--- src/rtl/lbi_pkg.sv ---
// Shared constants and types for the LBI chunk protocol (transmit side and Lbirow array).
package lbi_pkg;
  localparam int INPUTSIZE = 840;
  localparam int CHUNK_W   = 16;
  localparam int NUM_CHUNK = (INPUTSIZE + CHUNK_W - 1) / CHUNK_W;
  localparam int PAD_W     = NUM_CHUNK * CHUNK_W - INPUTSIZE;
  localparam int CIDX_W    = $clog2(NUM_CHUNK);

  localparam logic [CIDX_W-1:0] LAST_IDX = CIDX_W'(NUM_CHUNK - 1);

  typedef enum logic {
    IDLE = 1'b0,
    SEND = 1'b1
  } tx_state_t;
endpackage

--- src/rtl/lbi_msg_tx_if.sv ---
// Message-in / chunk-out bundle for lbi_msg_tx. chunk_par exists only with LBI_MSG_TX_PARITY_EN.
// Handshakes: a transfer happens on a rising edge where valid and ready are both high;
// valid never depends on ready, and the transmitter holds its chunk outputs while ready is low.
interface lbi_msg_tx_if;
  import lbi_pkg::*;

  logic [2*INPUTSIZE-1:0] msg_in;
  logic                   msg_in_vld;
  logic                   msg_in_rdy;
  logic [CHUNK_W-1:0]     chunk_left;
  logic [CHUNK_W-1:0]     chunk_right;
  logic [CIDX_W-1:0]      chunk_idx;
  logic                   chunk_first;
  logic                   chunk_last;
  logic                   chunk_vld;
  logic                   chunk_rdy;
  logic                   busy;
`ifdef LBI_MSG_TX_PARITY_EN
  logic [1:0]             chunk_par;
`endif

  // master: the transmitter itself
  modport master (
    input  msg_in, msg_in_vld, chunk_rdy,
    output msg_in_rdy, chunk_left, chunk_right, chunk_idx,
           chunk_first, chunk_last, chunk_vld, busy
`ifdef LBI_MSG_TX_PARITY_EN
    , output chunk_par
`endif
  );

  // slave: the message source plus the Lbirow side
  modport slave (
    output msg_in, msg_in_vld, chunk_rdy,
    input  msg_in_rdy, chunk_left, chunk_right, chunk_idx,
           chunk_first, chunk_last, chunk_vld, busy
`ifdef LBI_MSG_TX_PARITY_EN
    , input chunk_par
`endif
  );
endinterface

--- src/rtl/lbi_chunk_sel.sv ---
// Zero-pads one message half up to a whole number of chunks and selects chunk idx.
// Purely combinational; an out-of-range idx yields zero.
module lbi_chunk_sel #(
  parameter  int INPUTSIZE = lbi_pkg::INPUTSIZE,
  parameter  int CHUNK_W   = lbi_pkg::CHUNK_W,
  localparam int NUM_CHUNK = (INPUTSIZE + CHUNK_W - 1) / CHUNK_W,
  localparam int CIDX_W    = $clog2(NUM_CHUNK)
) (
  input  logic [INPUTSIZE-1:0] half,
  input  logic [CIDX_W-1:0]    idx,
  output logic [CHUNK_W-1:0]   chunk
);
  logic [NUM_CHUNK*CHUNK_W-1:0] padded;

  // zero-extension puts the pad bits above the top half bit
  assign padded = (NUM_CHUNK*CHUNK_W)'(half);

  always_comb begin
    chunk = '0;
    for (int i = 0; i < NUM_CHUNK; i++) begin
      if (idx == CIDX_W'(i)) chunk = padded[i*CHUNK_W +: CHUNK_W];
    end
  end
endmodule

--- src/rtl/lbi_msg_tx.sv ---
// LBI chunk transmitter: holds one 2*INPUTSIZE message and streams it as NUM_CHUNK
// left/right chunk pairs. Optional parity output enabled by LBI_MSG_TX_PARITY_EN.
module lbi_msg_tx
  import lbi_pkg::*;
(
  input  logic         clk,
  input  logic         reset_n,
  lbi_msg_tx_if.master bus,
  output tx_state_t    dbg_state
);
  tx_state_t              state_q, state_d;
  logic [CIDX_W-1:0]      idx_q, idx_d;
  logic [2*INPUTSIZE-1:0] msg_q, msg_d;
  logic                   at_last;

  assign at_last = (idx_q == LAST_IDX);

  always_ff @(posedge clk or negedge reset_n) begin
    if (!reset_n) begin
      state_q <= IDLE;
      idx_q   <= '0;
      msg_q   <= '0;
    end else begin
      state_q <= state_d;
      idx_q   <= idx_d;
      msg_q   <= msg_d;
    end
  end

  // msg_in_rdy is exactly (state_q == IDLE), so IDLE & vld is the capture handshake
  always_comb begin
    state_d = state_q;
    idx_d   = idx_q;
    msg_d   = msg_q;
    case (state_q)
      IDLE: begin
        if (bus.msg_in_vld) begin
          state_d = SEND;
          msg_d   = bus.msg_in;
          idx_d   = '0;
        end
      end
      SEND: begin
        if (bus.chunk_rdy) begin
          if (at_last) begin
            state_d = IDLE;
            idx_d   = '0;
          end else begin
            idx_d = idx_q + CIDX_W'(1);
          end
        end
      end
      default: state_d = IDLE;
    endcase
  end

  // every output below depends only on state_q/idx_q/msg_q
  always_comb begin
    bus.msg_in_rdy  = (state_q == IDLE);
    bus.chunk_vld   = (state_q == SEND);
    bus.busy        = (state_q == SEND);
    bus.chunk_idx   = idx_q;
    bus.chunk_first = (state_q == SEND) && (idx_q == '0);
    bus.chunk_last  = (state_q == SEND) && at_last;
    dbg_state       = state_q;
  end

  lbi_chunk_sel #(.INPUTSIZE(INPUTSIZE), .CHUNK_W(CHUNK_W)) u_sel_left (
    .half  (msg_q[2*INPUTSIZE-1:INPUTSIZE]),
    .idx   (idx_q),
    .chunk (bus.chunk_left)
  );

  lbi_chunk_sel #(.INPUTSIZE(INPUTSIZE), .CHUNK_W(CHUNK_W)) u_sel_right (
    .half  (msg_q[INPUTSIZE-1:0]),
    .idx   (idx_q),
    .chunk (bus.chunk_right)
  );

`ifdef LBI_MSG_TX_PARITY_EN
  // even parity over the chunk pair, forced to 0 whenever no chunk is presented
  assign bus.chunk_par = (state_q == SEND) ? {^bus.chunk_left, ^bus.chunk_right} : 2'b00;
`endif
endmodule
--- src/flat_wrapper.sv ---
// flat-port wrapper written by rule: the top's interface ports become plain ports
module lbi_msg_tx_flat import lbi_pkg::*;
  (clk, reset_n, dbg_state, bus_msg_in, bus_msg_in_vld, bus_chunk_rdy, bus_msg_in_rdy, bus_chunk_left, bus_chunk_right, bus_chunk_idx, bus_chunk_first, bus_chunk_last, bus_chunk_vld, bus_busy);
  lbi_msg_tx_if bus_i ();
  input  logic clk;
  input  logic reset_n;
  output tx_state_t dbg_state;
  input wire logic [$bits(bus_i.msg_in)-1:0] bus_msg_in;
  input wire logic [$bits(bus_i.msg_in_vld)-1:0] bus_msg_in_vld;
  input wire logic [$bits(bus_i.chunk_rdy)-1:0] bus_chunk_rdy;
  output wire logic [$bits(bus_i.msg_in_rdy)-1:0] bus_msg_in_rdy;
  output wire logic [$bits(bus_i.chunk_left)-1:0] bus_chunk_left;
  output wire logic [$bits(bus_i.chunk_right)-1:0] bus_chunk_right;
  output wire logic [$bits(bus_i.chunk_idx)-1:0] bus_chunk_idx;
  output wire logic [$bits(bus_i.chunk_first)-1:0] bus_chunk_first;
  output wire logic [$bits(bus_i.chunk_last)-1:0] bus_chunk_last;
  output wire logic [$bits(bus_i.chunk_vld)-1:0] bus_chunk_vld;
  output wire logic [$bits(bus_i.busy)-1:0] bus_busy;
  assign bus_i.msg_in = bus_msg_in;
  assign bus_i.msg_in_vld = bus_msg_in_vld;
  assign bus_i.chunk_rdy = bus_chunk_rdy;
  assign bus_msg_in_rdy = bus_i.msg_in_rdy;
  assign bus_chunk_left = bus_i.chunk_left;
  assign bus_chunk_right = bus_i.chunk_right;
  assign bus_chunk_idx = bus_i.chunk_idx;
  assign bus_chunk_first = bus_i.chunk_first;
  assign bus_chunk_last = bus_i.chunk_last;
  assign bus_chunk_vld = bus_i.chunk_vld;
  assign bus_busy = bus_i.busy;
  lbi_msg_tx u_core (.clk(clk), .reset_n(reset_n), .bus(bus_i), .dbg_state(dbg_state));
endmodule
--- config.mk ---
export PLATFORM = sky130hd
export DESIGN_NAME = lbi_msg_tx_flat
export DESIGN_NICKNAME = d
export VERILOG_FILES = /design/src/rtl/lbi_pkg.sv /design/src/rtl/lbi_msg_tx_if.sv /design/src/rtl/lbi_chunk_sel.sv /design/src/rtl/lbi_msg_tx.sv /design/src/flat_wrapper.sv
export SDC_FILE = /design/constraint.sdc
export NUM_CORES = 2
export LEC_CHECK = 0
export ABC_CLOCK_PERIOD_IN_PS = 2600
export CAP_MARGIN = 20
export CORE_AREA = 2 2 683 685
export CTS_CLUSTER_DIAMETER = 80
export DETAILED_ROUTE_END_ITERATION = 10
export DIE_AREA = 0 0 685 687
export PLACE_DENSITY = 0.37
export SYNTH_ARGS = -nofsm -noshare
export SYNTH_HDL_FRONTEND = slang
export SYNTH_SLANG_ARGS = --single-unit
--- constraint.sdc ---
create_clock -name clk -period 2.6 [get_ports clk]
set_input_delay 0.26 -clock clk [delete_from_list [all_inputs] [get_ports clk]]
set_output_delay 0.26 -clock clk [all_outputs]
set_load 0.01 [all_outputs]
* Word level (Yosys, flattened, before mapping)
Index checks and enable logic that the tools add are counted.
W data, S select, Z words.
** Storage, ports and cells
- Register bits :: 1687
- Input bits :: 1684
** Operators by class
- Bitwise gates (word level) :: 1
- Reductions and logical operators :: 5
- Add/sub/neg operators :: 1
- Equality and inequality tests :: 54
- Muxes and demuxes :: 114
** Operators by type and width (number)
- $mux W16 :: 106
- $eq A6 B6 Y1 const B :: 21
- $eq A6 B5 Y1 const B :: 16
- $eq A6 B4 Y1 const B :: 8
- $eq A6 B3 Y1 const B :: 4
- $mux W6 :: 3
- $eq A6 B2 Y1 const B :: 2
- $pmux W6 S2 :: 1
- $add A6 B1 Y6 const B :: 1
- $eq A6 B1 Y1 const B :: 1
- $logic_not A6 Y1 :: 1
- $ne A2 B2 Y1 const B :: 2
- $reduce_and A2 Y1 :: 2
- $mux W1 :: 3
- $logic_and A1 B1 Y1 :: 2
- $pmux W1 S2 :: 1
- $not A1 Y1 :: 1

* Depth between registers and ports, before layout
- Depth in word-level cells :: 54
- Depth in mapped cells :: 14

* Hierarchy
A second synthesis with hierarchy kept.
** Second synthesis, totals
- Cells, all modules :: 9930
- Area, all modules :: 80592.3 µm²
** By module, submodules not included
- lbi_msg_tx :: area each 63598.5 µm², instances 1, cells each 7146
- lbi_chunk_sel :: area each 8496.9 µm², instances 2, cells each 1392

* Worst setup path after synthesis
Ideal clock, no wire load.
- Kind :: register to output
- Start :: register u_core.idx_q[0], in the netlist u_core.bus.chunk_idx[0]
- End :: output bus_chunk_right[14]
- Setup slack :: -0.431 ns
- Buffers on the path :: 2
- Stages on the path, launching flop included :: 12
- Data arrival time :: 2.771 ns
- Cell sequence :: dfrtp_1 > inv_1 > ha_1 > buf_2 > or2_2 > clkbuf_1 > nand2_1 > o21ai_0 > or4_4 > a2111oi_4 > a211oi_1 > nor3_2
** Between the ends
- Cells in the longest elaborated chain, start to end :: 54
- Elaborated cells on any way between the ends :: 106
** RTL lines
- start, declared :: line lbi_msg_tx.sv:12 : logic [CIDX_W-1:0] idx_q, idx_d;
- start signal, assigned :: line lbi_msg_tx.sv:25 : idx_q <= idx_d;
- $logic_not A6 Y1 :: line lbi_chunk_sel.sv:21 : if (idx == CIDX_W'(i)) chunk = padded[i*CHUNK_W +: CHUNK_W];
- $mux W16 (52 in series) :: line lbi_chunk_sel.sv:21
- $mux W16 (*) :: line lbi_chunk_sel.sv:21
- end, declared :: line flat_wrapper.sv:13 : output wire logic [$bits(bus_i.chunk_right)-1:0] bus_chunk_right;
Mark *: on every way between the ends. The rest lies on a longest branch, timed or not.

* Worst setup path in the final report
- Start :: register u_core.idx_q[3], in the netlist u_core.bus.chunk_idx[3]
- End :: output bus_chunk_right[7]
Same word-level chain as after synthesis.

==> impl_metrics.ini <==
[synthesis]
yosysMostFrequentCell = nand2_1
yosysTopAreaCellShare_pct = 54.31
synthSimpleGateAreaFrac_pct = 30.41
synth_seq_cells = 1687
synthAdderAreaFrac_pct = 0.06439
yosys-top-cells-area = dfrtp_1, nand2_1, clkbuf_1
ys_seq_area_share_pct = 54.31
async_flop_share_pct = 100.0
yosys.area.top_type = dfrtp_1
synthXorXnorAreaFrac_pct = 0
muxShareOfSynthArea_pct = 0
synth-compound-area-share_pct = 11.88
syn_avg_cell_area_um2 = 8.097
netlist_top_cells_count = nand2_1, dfrtp_1, clkbuf_1
syn_inst = 9599
yosysUniqueCellTypes = 101
ys.flop_type = dfrtp_1
synth_edf_count = 0
syn_nets = 11290
synth_area_um2 = 77720
synth_top_family_by_area = simple AND/OR/NAND/NOR gates
yosys_warnings = 0

[outcome]
status = finished, violations left
violations = negative setup slack

[timing]
setup_slack_ns = -2.338
finalCritPeriodShare_pct = 189.9
skew_ns = 0.06640
setup_viol = 34
timing_hold_violations_final = 0
fin_crit_ns = 4.938
drv_slew = 0
tightestPinTransition_ns = 0.9373
slew_headroom_pct = 37.51
rsz0062_at_grt = yes
fmax_mhz = 202.5

[route]
dr.pass1.iters = 8
wl_per_cell_um = 32.76
drc = 0
drt-total-wl_um = 683200
vias = 93910
drtIter0Drc = 8913
viasPerCell = 4.503
ant_nets = 0

[die]
ios = 1728
floorplan.initialDensity_pct = 16.80
rows = 250
die_area_um2 = 470600
core_area_um2 = 462600
die_x_um = 685
die-height_um = 687

[final_layout]
fin_area_um2 = 147800
synthToLayoutAreaGrowth_pct = 90.17
fillCellCount = 49030
nets = 16080
drive_gt1_share_pct = 19.65
register_area_um2 = 42230
multiInputGateArea_um2 = 37520
stdcell_count = 20860

[job]
cap_violations = 0

[cts]
cts_tree = done
numClockSinks = 1687
path_clk_slew_ns = 0.06
insertion_delay_ns = 0.95
htreeDepth = 4
cts_buffers = 222
cts_root_buffer = clkbuf_16
cts_max_path_buffers = 4

[worst_hold_path]
min_path_type = in -> reg
hold_depth = 3

[power]
p_total_w = 0.1132
ir_drop_v = 0.0006198
p_leak_nw = 69.23
power.density_nw_per_um2 = 766.0

[grt]
antenna_found_initial = 290
grt_start_max_net_pins = 153
overflow = 0
grt_pass1_wl_um = 888400
grt_usage_pct = 28.04
grt_pass1_vias = 95160

[setup_path]
reg2regPathDepth = 11
cp_data_required_time_ns = 2.34
critical_path_class = reg -> out
end_kind = output port
path_max_fanout = 7
arrival_ns = 4.68
start_kind = register

[placement]
place_area_um2 = 117200
place.gp.congestion = 0.9623
place_inst = 18550
portBuffers = 1727
dp_hpwl_um = 567800
report_power, final:
group	total [W]	internal (W)	switching [W]
combinational	0.0473	0.0217	0.0256
clock	0.0331	0.0192	0.0139
sequential	0.0328	0.0294	0.00344
cell families (layout without fill, tap and decap cells):
logic type	Yosys count	count (layout)
simple gates	5998	5998
flops	1687	1687
compound gates	1290	1290
fa+ha+maj	4	4
other cells	0	116
buf+inv	620	5586
critical path, cell delays in order, from the launching register on:
cell       delay [ns]
dfrtp_4          0.57
buf_6            0.17
buf_6            0.11
nor3_4           0.24
buf_12           0.15
buf_6            0.12
nand2_8          0.09
buf_6            0.14
o21ai_0          0.07
o21ai_1          0.09
buf_4            0.18
a2111oi_4        0.83
or3_4            0.27
a311o_2          0.36
a21oi_4          0.11
buf_6            0.19
registers in the layout (all words and copies together) (netlist names):
name,flops
u_core.bus.chunk_idx,6
u_core.bus.busy,1
u_core.msg_q,1680
metrics by stage:
| step | util (%) | worst slack [ns] | hold slack [ns] | TNS [ns] |
|---|---|---|---|---|
| 2_1_floorplan | - | -0.2689 | -0.03559 | -3.864 |
| 3_3_place_gp | 25.32 | -2.743 | 0.2445 | -60.46 |
| 3_5_place_dp | 25.33 | -2.387 | 0.2434 | -59.23 |
| 4_1_cts | 31.56 | -2.437 | 0.001070 | -72.78 |
| 5_1_grt | 31.92 | -2.390 | 0.02103 | -71.03 |
| 6_report | 31.95 | -2.338 | 0.03963 | -68.80 |
layout by cell type, fill, tap and decap left out, types with 32 or more instances in the layout:
cell,instances
nand2_1,5234
clkdlybuf4s50_1,1684
dfrtp_1,1680
dlygate4sd3_1,1629
buf_4,1293
buf_12,324
nor2_1,228
clkbuf_16,227
buf_6,179
o21ai_0,152
a21oi_1,128
o22ai_1,128
diode_2,116
a221oi_1,92
a22oi_1,81
nor3_1,76
nand3_1,57
clkbuf_8,57
nor2_4,49
o211ai_1,48
o221ai_1,45
a221oi_2,40
nand2_2,38
buf_8,38
clkbuf_1,35
nand4_1,34
a21oi_2,33
clkinv_2,33
nor2_2,32
a22o_1,32
area by class of cell:
| cell class | instances | share of cell area (%) |
|---|---|---|
| multi-input cells | 7292 | 25.38 |
| clock inverters | 88 | 0.8363 |
| well taps | 6174 | 5.226 |
| flip-flops and latches | 1687 | 28.57 |
| diodes | 116 | 0.1964 |
| repair buffers | 5162 | 35.35 |
| inverters | 22 | 0.05925 |
| clock buffers | 314 | 4.378 |
worst paths after layout:
| path | start | end | slack (ns) |
|---|---|---|---|
| max | u_core.bus.chunk_idx[3] | bus_chunk_right[7] | -2.34 |
| min | bus_msg_in[996] | u_core.msg_q[996] | 0.04 |
| max reg2reg | u_core.bus.chunk_idx[3] | u_core.bus.chunk_idx[4] | 0.36 |
| min reg2reg | u_core.msg_q[1317] | u_core.msg_q[1317] | 0.47 |
| max in group asynchronous | reset_n | u_core.msg_q[1534] | 1.08 |
| min in group asynchronous | reset_n | u_core.msg_q[751] | 0.32 |
metal layers:
layer | vias up | global-route usage [%] | part of all wire, %
met5 | - | 0 | 0.15
met4 | 166 | 12.37 | 5.4
met3 | 1170 | 5.492 | 6.9
met2 | 3974 | 45.03 | 45
met1 | 47190 | 36.48 | 42
li1 | 41410 | - | -
repair_timing:
item                                    CTS  global route
pin swaps                               195           153
resized for setup                       823           244
endpoints found under the hold margin  2843             0
setup endpoints to repair                41            34
setup buffers                           148            57
hold buffers                           1629             0
gates cloned                              2             3
Note: power is estimated with default switching activity, not from simulation.
